===== src/rtl/axi_lite_master.sv =====
// AXI-Lite master: turns single client requests (read or write, 128-bit data)
// into AXI-Lite channel transactions, one outstanding transaction at a time,
// and returns one response per request with a saturating latency count.
// All outputs come from registers or from the state alone, so no client or
// slave input reaches an output combinationally.
module axi_lite_master (
  input  logic         clk,
  input  logic         rst,              // asynchronous, active low

  // client request
  input  logic         req_valid,
  output logic         req_ready,
  input  logic         req_write,
  input  logic [31:0]  req_addr,
  input  logic [127:0] req_wdata,
  input  logic [15:0]  req_wstrb,

  // client response
  output logic         resp_valid,
  input  logic         resp_ready,
  output logic         resp_write,
  output logic [127:0] resp_rdata,
  output logic         resp_err,
  output logic [15:0]  resp_latency,

  // read address channel
  output logic [31:0]  readAddr_addr,
  output logic         readAddr_valid,
  input  logic         readAddr_ready,

  // read data channel
  input  logic [127:0] readData_data,
  input  logic         readData_valid,
  output logic         readData_ready,

  // write address channel
  output logic [31:0]  writeAddr_addr,
  output logic         writeAddr_valid,
  input  logic         writeAddr_ready,

  // write data channel
  output logic [127:0] writeData_data,
  output logic [15:0]  writeData_strb,
  output logic         writeData_valid,
  input  logic         writeData_ready,

  // write response channel
  input  logic [31:0]  writeResp_msg,
  input  logic         writeResp_valid,
  output logic         writeResp_ready
);

  typedef enum logic [2:0] {
    IDLE  = 3'd0,
    RADDR = 3'd1,
    RDATA = 3'd2,
    WSEND = 3'd3,
    WRESP = 3'd4,
    RESP  = 3'd5
  } state_t;

  state_t state_q, state_d;

  // captured request
  logic         write_q, write_d;
  logic [31:0]  addr_q, addr_d;
  logic [127:0] wdata_q, wdata_d;
  logic [15:0]  wstrb_q, wstrb_d;

  // per-channel completion flags for the write address / write data channels
  logic         aw_done_q, aw_done_d;
  logic         w_done_q, w_done_d;

  // response payload
  logic [127:0] rdata_q, rdata_d;
  logic         err_q, err_d;
  logic [15:0]  lat_q, lat_d;

  // channel handshakes seen this cycle
  logic aw_hs;
  logic w_hs;
  logic both_done;

  // latency arithmetic
  logic [16:0] lat_sum;
  logic [1:0]  lat_step;

  assign aw_hs     = writeAddr_valid && writeAddr_ready;
  assign w_hs      = writeData_valid && writeData_ready;
  // Leave WSEND as soon as both channels are complete, counting a handshake
  // happening right now; this keeps the fastest write as short as a read.
  assign both_done = (aw_done_q || aw_hs) && (w_done_q || w_hs);

  // State register; reset abandons any transaction in flight.
  always_ff @(posedge clk or negedge rst) begin
    if (!rst) begin
      state_q <= IDLE;
    end else begin
      state_q <= state_d;
    end
  end

  // Next-state logic.
  always_comb begin
    state_d = state_q;
    case (state_q)
      IDLE: begin
        if (req_valid) begin
          state_d = req_write ? WSEND : RADDR;
        end
      end
      RADDR: begin
        if (readAddr_ready) begin
          state_d = RDATA;
        end
      end
      RDATA: begin
        if (readData_valid) begin
          state_d = RESP;
        end
      end
      WSEND: begin
        if (both_done) begin
          state_d = WRESP;
        end
      end
      WRESP: begin
        if (writeResp_valid) begin
          state_d = RESP;
        end
      end
      RESP: begin
        if (resp_ready) begin
          state_d = IDLE;
        end
      end
      default: state_d = IDLE;
    endcase
  end

  // Outputs decoded from state, done flags and captured registers only.
  always_comb begin
    req_ready       = (state_q == IDLE);
    readAddr_valid  = (state_q == RADDR);
    readData_ready  = (state_q == RDATA);
    writeAddr_valid = (state_q == WSEND) && !aw_done_q;
    writeData_valid = (state_q == WSEND) && !w_done_q;
    writeResp_ready = (state_q == WRESP);
    resp_valid      = (state_q == RESP);

    readAddr_addr   = addr_q;
    writeAddr_addr  = addr_q;
    writeData_data  = wdata_q;
    writeData_strb  = wstrb_q;

    resp_write      = write_q;
    resp_rdata      = rdata_q;
    resp_err        = err_q;
    resp_latency    = lat_q;
  end

  // Latency increment: one per busy cycle, and the cycle that enters RESP is
  // counted too, so that transition adds two.
  always_comb begin
    lat_step = (state_d == RESP) ? 2'd2 : 2'd1;
    lat_sum  = {1'b0, lat_q} + {15'd0, lat_step};
  end

  // Datapath next values: capture on accept, track channel completion,
  // latch the response payload and run the saturating latency counter.
  always_comb begin
    write_d   = write_q;
    addr_d    = addr_q;
    wdata_d   = wdata_q;
    wstrb_d   = wstrb_q;
    aw_done_d = aw_done_q;
    w_done_d  = w_done_q;
    rdata_d   = rdata_q;
    err_d     = err_q;
    lat_d     = lat_q;

    case (state_q)
      IDLE: begin
        if (req_valid) begin
          write_d   = req_write;
          addr_d    = req_addr;
          wdata_d   = req_wdata;
          wstrb_d   = req_wstrb;
          aw_done_d = 1'b0;
          w_done_d  = 1'b0;
          rdata_d   = '0;     // writes report zero read data
          err_d     = 1'b0;   // reads never report an error
          lat_d     = '0;
        end
      end
      RADDR, WRESP, RDATA, WSEND: begin
        lat_d = lat_sum[16] ? 16'hFFFF : lat_sum[15:0];
        if (state_q == RDATA && readData_valid) begin
          rdata_d = readData_data;
        end
        if (state_q == WRESP && writeResp_valid) begin
          err_d = (writeResp_msg != 32'd0);
        end
        if (state_q == WSEND) begin
          if (both_done) begin
            aw_done_d = 1'b0;
            w_done_d  = 1'b0;
          end else begin
            aw_done_d = aw_done_q || aw_hs;
            w_done_d  = w_done_q || w_hs;
          end
        end
      end
      default: begin
        // RESP holds every payload register stable
      end
    endcase
  end

  // Datapath registers.
  always_ff @(posedge clk or negedge rst) begin
    if (!rst) begin
      write_q   <= 1'b0;
      addr_q    <= '0;
      wdata_q   <= '0;
      wstrb_q   <= '0;
      aw_done_q <= 1'b0;
      w_done_q  <= 1'b0;
      rdata_q   <= '0;
      err_q     <= 1'b0;
      lat_q     <= '0;
    end else begin
      write_q   <= write_d;
      addr_q    <= addr_d;
      wdata_q   <= wdata_d;
      wstrb_q   <= wstrb_d;
      aw_done_q <= aw_done_d;
      w_done_q  <= w_done_d;
      rdata_q   <= rdata_d;
      err_q     <= err_d;
      lat_q     <= lat_d;
    end
  end

endmodule

===== config.mk =====
export PLATFORM = sky130hd
export DESIGN_NAME = axi_lite_master
export DESIGN_NICKNAME = d
export VERILOG_FILES = /design/src/rtl/axi_lite_master.sv
export SDC_FILE = /design/constraint.sdc
export NUM_CORES = 1
export LEC_CHECK = 0
export CAP_MARGIN = 40
export CORE_AREA = 8 8 268 270
export DETAILED_ROUTE_END_ITERATION = 6
export DIE_AREA = 0 0 276 278
export PLACE_DENSITY_LB_ADDON = 0.1
export SYNTH_ARGS = -nofsm -noshare
export SYNTH_HDL_FRONTEND = slang
export SYNTH_SLANG_ARGS = --single-unit
export TNS_END_PERCENT = 50

===== constraint.sdc =====
create_clock -name clk -period 2.77 [get_ports clk]
set_input_delay 0.4155 -clock clk [delete_from_list [all_inputs] [get_ports clk]]
set_output_delay 0.4155 -clock clk [all_outputs]
set_load 0.01 [all_outputs]

==> flow_summary.toml <==
[timing]
tightest_slew_ns = 0.882
fmax_mhz = 366
grt_setup_unrepaired = "yes"
slew_violations = 0
skew_ns = 0.0157
hold_viol = 0
hold_ws_ns = 0.373
tns_ns = 0
worst_slack_ns = 0.0371
setup_viol = 0
fin_crit_ns = 2.73
slew_headroom = 0.410
period_share = 0.987

[global_routing]
grt_pass1_vias = 12600
track_usage = 0.150
overflow = 0
grt_first_pass_wirelength_mm = 88.8
antenna_found_initial = 14
grt_max_degree = 129

[synth]
yosysTopAreaCell = "dfrtp_1"
netlist_top_cells_area = "dfrtp_1, nand2_1, a22o_1"
synth_area_per_cell_um2 = 10.5
synthArstFlopShare = 1.00
synth_edf_count = 0
ys_seq_area_frac = 0.630
synthCells = 1233
synth.top_cell.area_share = 0.630
ys_types = 57
synth.net_count = 1582
synthFlopType = "dfrtp_1"
synth_seq_cells = 327
syn_area_um2 = 13000
yosysWarningCount = 0

[power]
vdd_ir_drop_max_uv = 482
power.density_nw_per_um2 = 1170
leakagePower_nw = 10.3
power.total_mw = 26.2

[floorplan]
die-area_um2 = 76700
die_y_um = 278
fp.coreArea_um2 = 67700
start_util = 0.192
io_pins = 707
dieWidth_um = 276
fp-row-count = 96

[final_layout]
final_common_cell = "clkdlybuf4s50_1"
syn_to_final_growth_pct = 73.3
layout_common_cells = "clkdlybuf4s50_1, nand2_1, dfrtp_1"
n_fill_cell = 6901
utilization = 0.332
nets = 2281
drive_above_1_share = 0.0734
post-route-cell-area_um2 = 22500
final_cells = 2852

[critical_path]
cp_cell_sequence = "mux2_4 -> mux2i_1 -> o221a_2 -> nand2b_4 -> ha_4 -> inv_2 -> fa_2 -> and3b_2 -> nand4_1 -> a21o_1 -> a211o_1"
path_delay_family = "compound AO/OA/AOI/OAI gates"
crit_buf_inv = 1
worst_ep_arrival_time_ns = 3.16
required_ns = 3.20
critPathKind = "reg2reg"
cp-end-kind = "register"
start_kind = "register"
cp_slowest_cell = "dfrtp_1"
critPathMaxFanout = 5
slowest_delay_ns = 0.41

[detailed_routing]
routedWlPerCell_um = 21.0
drt_pre_antenna_iters = 4
first_iter_violations = 531
drc = 0
drt-vias-per-instance = 4.08
routed_wl_mm = 59.8
ant_nets = 0
num_vias = 11600

[clock_network]
cts_root_buf = "clkbuf_16"
htree_levels = 2
clock_path_buffers = 3
post_cts_buffers = 0
cts_sinks = 327
worstSkewPairLatency_ns = 0.56
tritoncts = "built"
cts_made_buffers = 44
clkTransAtPathRegs_ns = 0.06

[placed_design]
place_ws_ns = -0.528
dp_hpwl_mm = 44.8
gp_congestion = 0.773
dp.cells = 2767
io_buffers = 706
dpl_cell_area_um2 = 21000

[status]
status = "complete, no violations"

[flow_run]
maxCapViolations = 0

[worst_hold_path]
hold_class = "in2reg"
cell usage after synthesis, types with 5 or more instances:
master	instances
a22o_1	129
and3_1	6
buf_2	27
buf_4	36
buf_6	24
clkbuf_1	16
dfrtp_1	327
nand2_1	546
nand3_1	5
nand4_1	6
nor2_1	7
nor3_1	10
nor4_1	12
o21ai_0	10
final cells by class:
type                    instances  area (um^2)  share of cell area
flip-flops and latches        327         8180               0.364
repair buffers                760         7650               0.340
multi-input cells             796         4110               0.183
clock buffers                  59         1220              0.0542
well taps                     882         1100              0.0491
clock inverters                18          204             0.00907
diodes                          7         17.5            0.000779
inverters                       3         11.3            0.000501
path summary, 6_finish.rpt:
check / start / to / slack (ns) / cells past startpoint
min: req_wdata[65] / writeData_data[65] / 0.37 / 3
min reg2reg: writeData_data[64] / writeData_data[64] / 0.47 / 2
max reg2reg: state_q[2] / resp_latency[8] / 0.04 / 11
max: state_q[2] / resp_latency[8] / 0.04 / 11
min in group asynchronous: rst / resp_rdata[34] / 0.39 / 2
max in group asynchronous: rst / resp_rdata[47] / 1.56 / 3
worst reg2reg max path: stages, from the launching register on:
cell      delay (ns)
dfrtp_1         0.41
mux2_4          0.30
mux2i_1         0.12
o221a_2         0.22
nand2b_4        0.14
ha_4            0.15
inv_2           0.04
fa_2            0.35
and3b_2         0.31
nand4_1         0.13
a21o_1          0.19
a211o_1         0.25
power by group:
part | internal [mW] | switching (mW)
registers | 6.96 | 1.33
clock network | 3.45 | 2.23
logic | 6.38 | 5.85
sequential cells by signal, summed over array words and instances (netlist names):
register	flops
writeData_strb	16
resp_latency	16
resp_write	1
state_q	3
readAddr_addr	32
writeData_data	128
w_done_q	1
resp_err	1
resp_rdata	128
aw_done_q	1
metal layers:
| metal | vias to the layer above | global-route usage | wire length (um) |
|---|---|---|---|
| met3 | 89 | 0.0755 | 6490 |
| met2 | 472 | 0.252 | 28700 |
| li1 | 5487 | - | - |
| met1 | 5576 | 0.168 | 23100 |
| met4 | 18 | 0.0420 | 1300 |
| met5 | - | 0 | 120 |
cells by family (layout without fill, tap and decap cells):
family,after synthesis,in the layout,share of synthesized area
simple gates,616,616,0.191
flops,327,327,0.630
mux,2,2,0.00164
buf+inv,110,840,0.0597
other cells,0,7,0
fa+ha+maj,3,3,0.00347
compound gates,175,175,0.114
what timing repair did:
action                                  CTS  global route
gates resized for setup                   4            11
pin swaps                                 0             4
endpoints found under the setup margin    7            16
hold buffers                              1             0
endpoints found under the hold margin    43             0
No activity file was read; power rests on OpenSTA's default activity.
